### src/rtl/pipe_ctrl_pkg.sv
// Shared types and constants for the pipeline controller.
// Holds the stall-vector width, named stall patterns, FSM encodings and the
// request-to-stall priority encoder.
package pipe_ctrl_pkg;

    localparam int unsigned StallBusW = 6;
    localparam int unsigned AddrW     = 32;
    localparam int unsigned WdogW     = 16;

    // Freeze vector bits: 0 PC, 1 IF/ID, 2 ID/EX, 3 EX/MEM, 4 MEM/WB, 5 WB
    localparam logic [StallBusW-1:0] StallNone = 6'b000000;
    localparam logic [StallBusW-1:0] StallIf   = 6'b000011;
    localparam logic [StallBusW-1:0] StallId   = 6'b000111;
    localparam logic [StallBusW-1:0] StallMem  = 6'b011111;

    localparam int unsigned ExMemBit = 3;

    typedef enum logic [1:0] {
        ST_RUN   = 2'd0,
        ST_HOLD  = 2'd1,
        ST_PEND  = 2'd2,
        ST_FLUSH = 2'd3
    } state_e;

    // Priority mem > id > if
    function automatic logic [StallBusW-1:0] stall_encode(
        input logic req_if,
        input logic req_id,
        input logic req_mem
    );
        if (req_mem) begin
            return StallMem;
        end else if (req_id) begin
            return StallId;
        end else if (req_if) begin
            return StallIf;
        end
        return StallNone;
    endfunction

endpackage

### src/rtl/pipe_ctrl_stall_watchdog.sv
// Stall watchdog: counts consecutive stalled cycles, saturates at
// STALL_TIMEOUT and raises a sticky stall_timeout flag cleared only by reset.
// Ports: clk, rst (async active-low), stalled (any stall bit set this cycle),
//        stall_timeout (sticky error flag).
module pipe_ctrl_stall_watchdog
    import pipe_ctrl_pkg::*;
#(
    parameter int unsigned STALL_TIMEOUT = 1024
) (
    input  logic clk,
    input  logic rst,
    input  logic stalled,
    output logic stall_timeout
);

    localparam logic [WdogW-1:0] Limit   = WdogW'(STALL_TIMEOUT);
    localparam logic [WdogW-1:0] LimitM1 = WdogW'(STALL_TIMEOUT - 1);

    logic [WdogW-1:0] cnt;

    // Flag sets on the edge that completes the STALL_TIMEOUT-th stalled cycle
    always_ff @(posedge clk or negedge rst) begin
        if (!rst) begin
            cnt           <= '0;
            stall_timeout <= 1'b0;
        end else begin
            if (!stalled) begin
                cnt <= '0;
            end else if (cnt != Limit) begin
                cnt <= cnt + WdogW'(1);
            end
            if (stalled && (cnt == LimitM1)) begin
                stall_timeout <= 1'b1;
            end
        end
    end

endmodule

### src/rtl/pipe_ctrl.sv
// Pipeline controller for the five-stage core.
// Merges IF/ID/MEM stall requests into a per-stage freeze vector, sequences
// taken-branch redirects into a registered one-cycle flush/new_pc pulse
// (holding them while EX/MEM is frozen), and runs a stall watchdog.
// Ports: clk, rst (async active-low), stallreq_if/id/mem (level requests),
//        branch_flag/branch_target (EX redirect), stall (combinational freeze
//        vector), flush/new_pc (registered redirect), stall_timeout (sticky),
//        stall_cycles (only when PIPE_CTRL_PERF_EN is defined).
// Macro: PIPE_CTRL_PERF_EN adds the PERF_W parameter and stall_cycles counter.
module pipe_ctrl
    import pipe_ctrl_pkg::*;
#(
    parameter int unsigned STALL_TIMEOUT = 1024
`ifdef PIPE_CTRL_PERF_EN
   ,parameter int unsigned PERF_W        = 32
`endif
) (
    input  logic                 clk,
    input  logic                 rst,
    input  logic                 stallreq_if,
    input  logic                 stallreq_id,
    input  logic                 stallreq_mem,
    input  logic                 branch_flag,
    input  logic [AddrW-1:0]     branch_target,
    output logic [StallBusW-1:0] stall,
    output logic                 flush,
    output logic [AddrW-1:0]     new_pc,
    output logic                 stall_timeout
`ifdef PIPE_CTRL_PERF_EN
   ,output logic [PERF_W-1:0]    stall_cycles
`endif
);

    state_e           state;
    state_e           state_n;
    logic             any_req;
    logic             accept;
    logic [AddrW-1:0] target_q;

    assign any_req = stallreq_if | stallreq_id | stallreq_mem;

    // Zero-latency freeze vector; forced clear while flushing
    always_comb begin
        stall = stall_encode(stallreq_if, stallreq_id, stallreq_mem);
        if (state == ST_FLUSH) begin
            stall = StallNone;
        end
    end

    // Next-state: a redirect is accepted in RUN/HOLD only
    always_comb begin
        state_n = state;
        accept  = 1'b0;
        case (state)
            ST_RUN, ST_HOLD: begin
                if (branch_flag) begin
                    accept  = 1'b1;
                    state_n = stall[ExMemBit] ? ST_PEND : ST_FLUSH;
                end else if (any_req) begin
                    state_n = ST_HOLD;
                end else begin
                    state_n = ST_RUN;
                end
            end
            ST_PEND: begin
                if (!stall[ExMemBit]) begin
                    state_n = ST_FLUSH;
                end
            end
            ST_FLUSH: begin
                state_n = any_req ? ST_HOLD : ST_RUN;
            end
            default: state_n = ST_RUN;
        endcase
    end

    always_ff @(posedge clk or negedge rst) begin
        if (!rst) begin
            state    <= ST_RUN;
            target_q <= '0;
            flush    <= 1'b0;
            new_pc   <= '0;
        end else begin
            state <= state_n;
            if (accept) begin
                target_q <= branch_target;
            end
            flush <= (state_n == ST_FLUSH);
            // Direct RUN/HOLD->FLUSH bypasses target_q
            if (state_n == ST_FLUSH) begin
                new_pc <= accept ? branch_target : target_q;
            end
        end
    end

    pipe_ctrl_stall_watchdog #(
        .STALL_TIMEOUT(STALL_TIMEOUT)
    ) u_watchdog (
        .clk          (clk),
        .rst          (rst),
        .stalled      (stall != StallNone),
        .stall_timeout(stall_timeout)
    );

`ifdef PIPE_CTRL_PERF_EN
    // Counts PC-frozen cycles, wraps naturally
    always_ff @(posedge clk or negedge rst) begin
        if (!rst) begin
            stall_cycles <= '0;
        end else begin
            stall_cycles <= stall_cycles + PERF_W'(stall[0]);
        end
    end
`endif

endmodule
### config.mk
export PLATFORM = sky130hd
export DESIGN_NAME = pipe_ctrl
export DESIGN_NICKNAME = d
export VERILOG_FILES = /design/src/rtl/pipe_ctrl_pkg.sv /design/src/rtl/pipe_ctrl_stall_watchdog.sv /design/src/rtl/pipe_ctrl.sv
export SDC_FILE = /design/constraint.sdc
export NUM_CORES = 1
export LEC_CHECK = 0
export CAP_MARGIN = 20
export CORE_MARGIN = 2
export CORE_UTILIZATION = 55
export CTS_CLUSTER_DIAMETER = 150
export DETAILED_ROUTE_END_ITERATION = 12
export PLACE_DENSITY = 0.85
export SLEW_MARGIN = 30
export SYNTH_ARGS = -nofsm -noshare
export SYNTH_HDL_FRONTEND = slang
export SYNTH_HIERARCHICAL = 1
export SYNTH_SLANG_ARGS = --single-unit
### constraint.sdc
create_clock -name clk -period 3.8 [get_ports clk]
set_input_delay 0.95 -clock clk [delete_from_list [all_inputs] [get_ports clk]]
set_output_delay 0.95 -clock clk [all_outputs]
set_load 0.01 [all_outputs]
==> run metrics, run 1 <==
Syn Std Cell Area 3730 um^2; met3 track demand over resource 4.95%; max_slew headroom 50.9%; sequential cell area fraction in the yosys report 56.3%; ratio of cells with drive above 1 in the final layout 26.8%; area added between synthesis and finish 26.2%; nets 360; number of hold buffers added after CTS 0; total die area 7460 um^2; pwr/cell area 632 nW/um^2; critical path's slowest cell clkdlybuf4s50_1; HP Start u_watchdog/stall_timeout; Synthesis Warnings 6; area of the multi-input gates approximately 1500 um^2; slowest cell delay on critical path between 0.5 and 0.6 ns; Die W 86.4 um; period utilisation layout 87.9%; Syn Nets about 280; Setup WS pre-CTS 0.433 ns; WP buf/inv 2; DRC viols 0; Pint about 2200 uW; CTS tree built; final RePlAce weighted congestion around 0.80; Switching Fraction 26.5%; Final Hold Viols 0; fill count 457; H-tree depth 3; First-pass DRT Iterations 4; grt met2 use 29.1%; Storage cell area 2100 um^2; Synth top area share a little under three fifths; Cell Count Post-Placement 389; Total GRT Usage between 10% and 20%; ANT nets after route 0; clock power share 22.9%; Setup TNS 0 ns; multiplexer share of the synthesized area 25.7%; Syn Inst Count 241; syn_area_per_cell 15.5 um^2; Post-synth EDFFs 0; largest family of logic cells by synthesized area multiplexers; min-delay worst type flip-flop to flip-flop; fin crit period 3.34 ns; Root Driver clkbuf_8; via count 2119; Starting Density 55.9%; Critical Path RT between 2 and 3 ns; Yosys top cell by area dfrtp_1; Reg clk slew, reported paths 0.08 ns; cts bufs inserted 9; IO Port Bufs 76; clock skew between 0.01 and 0.015 ns; most used flip-flop cell after synthesis dfrtp_1; Critical Path AT 2.39 ns; nature of the critical path endpoint output port; Die Ht approximately 86 um; Crit. Startpoint stallreq_mem; initial antenna violation count 0; CTS resizes 0; Post-synth top cells dfrtp_1 (84), mux2_4 (58), and2_1 (13); Final Setup Violations 0; logic gate share of total power 33.7%; Fin Hold WS 0.495 ns; num ports about 80; Yosys reg bits 84; average vias per placed instance 5.23; placed instance area 4500 um^2; fmax 299 MHz; number of max-cap violations 0; synth unique cells 37; family with the most delay on the worst path buffers and inverters; Post-Synth XOR/XNOR Area 3.05%; CP Cell Sequence clkdlybuf4s50_1, a21boi_0, clkdlybuf4s50_1; Core Rows 30; top cells by area, synth dfrtp_1 (56%), mux2_4 (23%), and2_1 (2.2%); final instance area 4710 um^2; most common cell in the netlist dfrtp_1; clk buf depth 2; dpl hpwl 4270 um; vias in the first global route about 2200; setup repair bufs after CTS 0; diodes inserted 0; final non-filler cell total 405; Core Region 6680 um^2; critical path's most frequent cell clkdlybuf4s50_1; LEAKAGE around 0.0022 uW; sw power 790 uW; startpoint types input port; busiest grt layer met2; sequential share of power 43.4%; clk_lat worst skew 0.35 ns; largest net degree at the start of global routing 85; worst setup path category input port to output port; post-synthesis compound-gate area fraction 1.81%; peak supply drop ~0.36 mV; max-slew violations 0; run status finished, final reports clean; crit-path max FO 5; Post-Synth Simple-Gate Area roughly 8.6%; WL/cell 16.1 um; first-pass GRT wire length 10900 um; gr ovfl total 0; RSZ-0062 raised after global routing no; Slew @ Worst Pin 0.737 ns; reg2reg start state[1]; post-synthesis adder-cell area fraction less than 1%; Async SR Flop Fraction 100%; Total Wirelength 6540 um; initial DRC count 83; M1 GR Usage between 20 and 30%; CTS Sinks 84; slack of the critical path 0.459 ns
cell usage in the layout (no fill, tap or decap), types with 2 or more instances in the layout:
master | netlist | layout
xnor2_1 | 5 | 5
nand4_1 | 3 | 3
a21boi_0 | 2 | 2
mux2_4 | 58 | 58
a21oi_1 | 3 | 3
xor2_1 | 8 | 8
clkbuf_8 | 0 | 9
bufinv_16 | 0 | 2
nand3_1 | 6 | 6
mux2_2 | 6 | 6
nor3_1 | 6 | 6
ha_1 | 2 | 2
nand2_1 | 6 | 6
mux2i_1 | 2 | 2
clkdlybuf4s50_1 | 0 | 75
clkbuf_1 | 1 | 3
and2_1 | 13 | 13
buf_4 | 3 | 2
nor4_1 | 6 | 6
inv_1 | 4 | 4
dfrtp_1 | 84 | 84
per-layer routing:
layer | vias to the layer above | part of all wire, %
li1 | 992 | -
met1 | 1069 | 46
met2 | 51 | 48
met3 | 7 | 4.7
met4 | 0 | 1.1
met5 | - | 0
power groups by stage:
stage	Clock [uW]	Sequential, uW	Combinational [uW]
after floorplan	0	1360	487
after global placement	0	1300	985
after detailed placement	0	1310	1010
after CTS	689	1300	1020
after global routing	733	1320	1070
final	681	1290	1000
flip-flops by register name, indices dropped and copies added, names as in the netlist:
register / cells
target_q: 32
state: 2
u_watchdog/cnt: 16
flush: 1
u_watchdog/stall_timeout: 1
new_pc: 32
worst register-to-register path, stage by stage (launching register included):
cell and delay (ns):
dfrtp_1 0.44, nand2b_4 0.32, a21oi_4 0.48, buf_12 0.29, mux2_2 0.38
area by class of cell:
type	instances	area share, %
Clock inverter	4	1.57
Timing Repair Buffer	79	16.9
Inverter	4	0.319
Tap cell	80	2.12
Clock buffer	12	2.87
Sequential cell	84	44.6
Multi-Input combinational cell	142	31.6
path summary, 6_finish.rpt:
path	end	slack (ns)	cells after the start
worst max-delay path	stall[4]	0.46	3
worst min-delay path	u_watchdog/stall_timeout	0.50	1
worst max register to register	new_pc[0]	1.78	4
worst min register to register	u_watchdog/stall_timeout	0.50	1
max in group asynchronous	new_pc[10]	2.65	1
min in group asynchronous	u_watchdog/cnt[12]	0.64	1
kinds of logic after synthesis:
logic type	Yosys count
XOR/XNOR	13
AND/OR/NAND/NOR	51
other	1
buffers and inverters	15
flip-flops	84
AO/OA/AOI/OAI	9
multiplexers	66
adder cells (fa/ha/maj)	2
metrics by stage:
stage                     power [uW]  util [%]
after floorplan                 1850         -
after global placement          2280      67.3
after detailed placement        2320      67.4
after CTS                       3000      70.5
after global routing            3130      70.5
final                           2980      70.5
No activity file was read; power rests on OpenSTA's default activity.
==> run 2: changes to the inputs <==
- CAP_MARGIN: 20 -> 25
==> results of run 2 <==
Same layout as run 1: the final DEF is identical, and so are final timing and power.
==> run 3: changes to the inputs <==
- CORE_UTILIZATION: 55 -> 50
- PLACE_DENSITY: 0.85 -> 0.78
==> run metrics, run 3 (synthesized netlist as in run 1, its figures left out) <==
run status finished, final reports clean (unchanged); number of max-cap violations 0 (unchanged); period utilisation layout 88.3% (was 87.9%); clk buf depth 2 (unchanged); fmax 298 MHz (was 299 MHz); Setup TNS 0 ns (unchanged); fin crit period 3.36 ns (was 3.34 ns); registers with the most flip-flops new_pc: 32 flops, target_q: 32 flops, u_watchdog/cnt: 16 flops (unchanged); Die Ht 90.4 um (was 86.4 um); Cell Count Post-Placement 408 (was 389); cts bufs inserted 9 (unchanged); slack of the critical path 0.443 ns (was 0.459 ns); family with the most delay on the worst path buffers and inverters (unchanged); CTS resizes 0 (unchanged); num ports 78 (unchanged); first-pass GRT wire length 11300 um (was 10900 um); largest net degree at the start of global routing 85 (unchanged); CTS tree built (unchanged); peak supply drop 0.250 mV (was 0.360 mV); pwr/cell area 612 nW/um^2 (was 632 nW/um^2); number of hold buffers added after CTS 0 (unchanged); Setup WS pre-CTS 0.433 ns (about the same); initial antenna violation count 0 (unchanged); setup repair bufs after CTS 0 (unchanged); total die area 8170 um^2 (was 7460 um^2); vias in the first global route 2240 (was 2186); worst setup path category input port to output port (unchanged); Critical Path AT 2.41 ns (was 2.39 ns); RSZ-0062 raised after global routing no (unchanged); average vias per placed instance 5.06 (was 5.23); max_slew headroom 51.3% (was 50.9%); IO Port Bufs 76 (unchanged); Starting Density 51.5% (was 55.9%); LEAKAGE 0.00217 uW (was 0.00218 uW); CP Cell Sequence clkdlybuf4s50_1, nor3_1, a21oi_1, clkdlybuf4s50_1 (was clkdlybuf4s50_1, a21boi_0, clkdlybuf4s50_1); Reg clk slew, reported paths 0.08 ns (about the same); nets 360 (unchanged); Die W 90.4 um (was 86.4 um); Root Driver clkbuf_8 (unchanged); min-delay worst type flip-flop to flip-flop (unchanged); Final Setup Violations 0 (unchanged); CTS Sinks 84 (unchanged); crit-path max FO 5 (unchanged); final non-filler cell total 424 (was 405); First-pass DRT Iterations 4 (unchanged); WP buf/inv 2 (unchanged); diodes inserted 0 (unchanged); fill count 561 (was 457); clk_lat worst skew 0.35 ns (about the same); max-slew violations 0 (unchanged); WL/cell 15.7 um (was 16.1 um); area of the multi-input gates 1490 um^2 (unchanged); dpl hpwl 4320 um (was 4270 um); DRC viols 0 (unchanged); final RePlAce weighted congestion 0.752 (was 0.796); startpoint types input port (unchanged); critical path's slowest cell clkdlybuf4s50_1 (unchanged); Core Rows 31 (was 30); ratio of cells with drive above 1 in the final layout 27.7% (was 26.8%); critical path's most frequent cell clkdlybuf4s50_1 (unchanged); initial DRC count 81 (was 83); clock skew 0.0109 ns (was 0.0106 ns); ANT nets after route 0 (unchanged); H-tree depth 3 (unchanged); Total GRT Usage 17.4% (was 18.7%); gr ovfl total 0 (unchanged); Storage cell area 2100 um^2 (unchanged); Final Hold Viols 0 (unchanged); slowest cell delay on critical path 0.59 ns (about the same); most common cell after layout, fill and taps aside dfrtp_1 (unchanged); via count 2147 (was 2119); Critical Path RT 2.85 ns (about the same); area added between synthesis and finish 25.8% (was 26.2%); Slew @ Worst Pin 0.731 ns (was 0.737 ns); nature of the critical path endpoint output port (unchanged); Total Wirelength 6670 um (was 6540 um); most frequent cells in the layout dfrtp_1 (84), clkdlybuf4s50_1 (75), mux2_4 (58) (unchanged); Core Region 7250 um^2 (was 6680 um^2)
## run 3: cell types whose count changed in the layout (fill, tap and decap cells not counted), sizes merged
| cell | previous run | this run |
|---|---|---|
| clkbuf | 12 | 9 |
| clkinv | 2 | 3 |
| bufinv | 2 | 0 |
| clkinvlp | 0 | 1 |
| inv | 4 | 7 |
## run 3: cell type report
type                    count  share of cell area, %
flip-flops and latches     84                   44.8
clock buffers               9                   2.64
repair buffers             79                   16.7
well taps                  99                   2.64
clock inverters             7                   1.25
multi-input cells         142                   31.7
inverters                   4                  0.320
## run 3: through the flow
step | hold WS (ns) | utilization, % | power (uW) | cell area, um^2
floorplan | 0.467 | - | 1850 | 3730
global placement | 0.467 | 62.2 | 2290 | 4510
detailed placement | 0.460 | 62.2 | 2310 | 4510
CTS | 0.488 | 64.8 | 2910 | 4700
global route | 0.513 | 64.8 | 3040 | 4700
finish | 0.487 | 64.8 | 2880 | 4700
## run 3: worst paths after layout
path | to | cells after the start | slack, ns | start
max reg2reg | new_pc[1] | 4 | 1.81 | state[1]
min in group asynchronous | new_pc[15] | 1 | 0.62 | rst
min reg2reg | u_watchdog/stall_timeout | 1 | 0.49 | u_watchdog/stall_timeout
max | stall[0] | 4 | 0.44 | stallreq_mem
min | u_watchdog/stall_timeout | 1 | 0.49 | u_watchdog/stall_timeout
max in group asynchronous | u_watchdog/cnt[0] | 1 | 2.67 | rst
## run 3: layer usage
layer | global-route usage (%) | share of wire (%) | vias up
li1 | - | - | 996
met1 | 25.3 | 48 | 1076
met2 | 25.0 | 46 | 64
met3 | 4.42 | 4.8 | 11
met4 | 7.05 | 1.7 | 0
met5 | 0 | 0 | -
## run 3: where the power goes
| part | switching [uW] | internal, uW | leakage [uW] |
|---|---|---|---|
| logic | 335 | 666 | 0.00106 |
| clock network | 336 | 247 | 0.0000921 |
| registers | 146 | 1150 | 0.00102 |
| total | 817 | 2060 | 0.00217 |
## run 3: worst reg2reg max path, delay by kind of cell, from the launching register on
kind,cells,cell delay (ns)
and+or+nand+nor,1,0.29
muxes,2,0.68
DFF,1,0.46
buffers and inverters,1,0.46
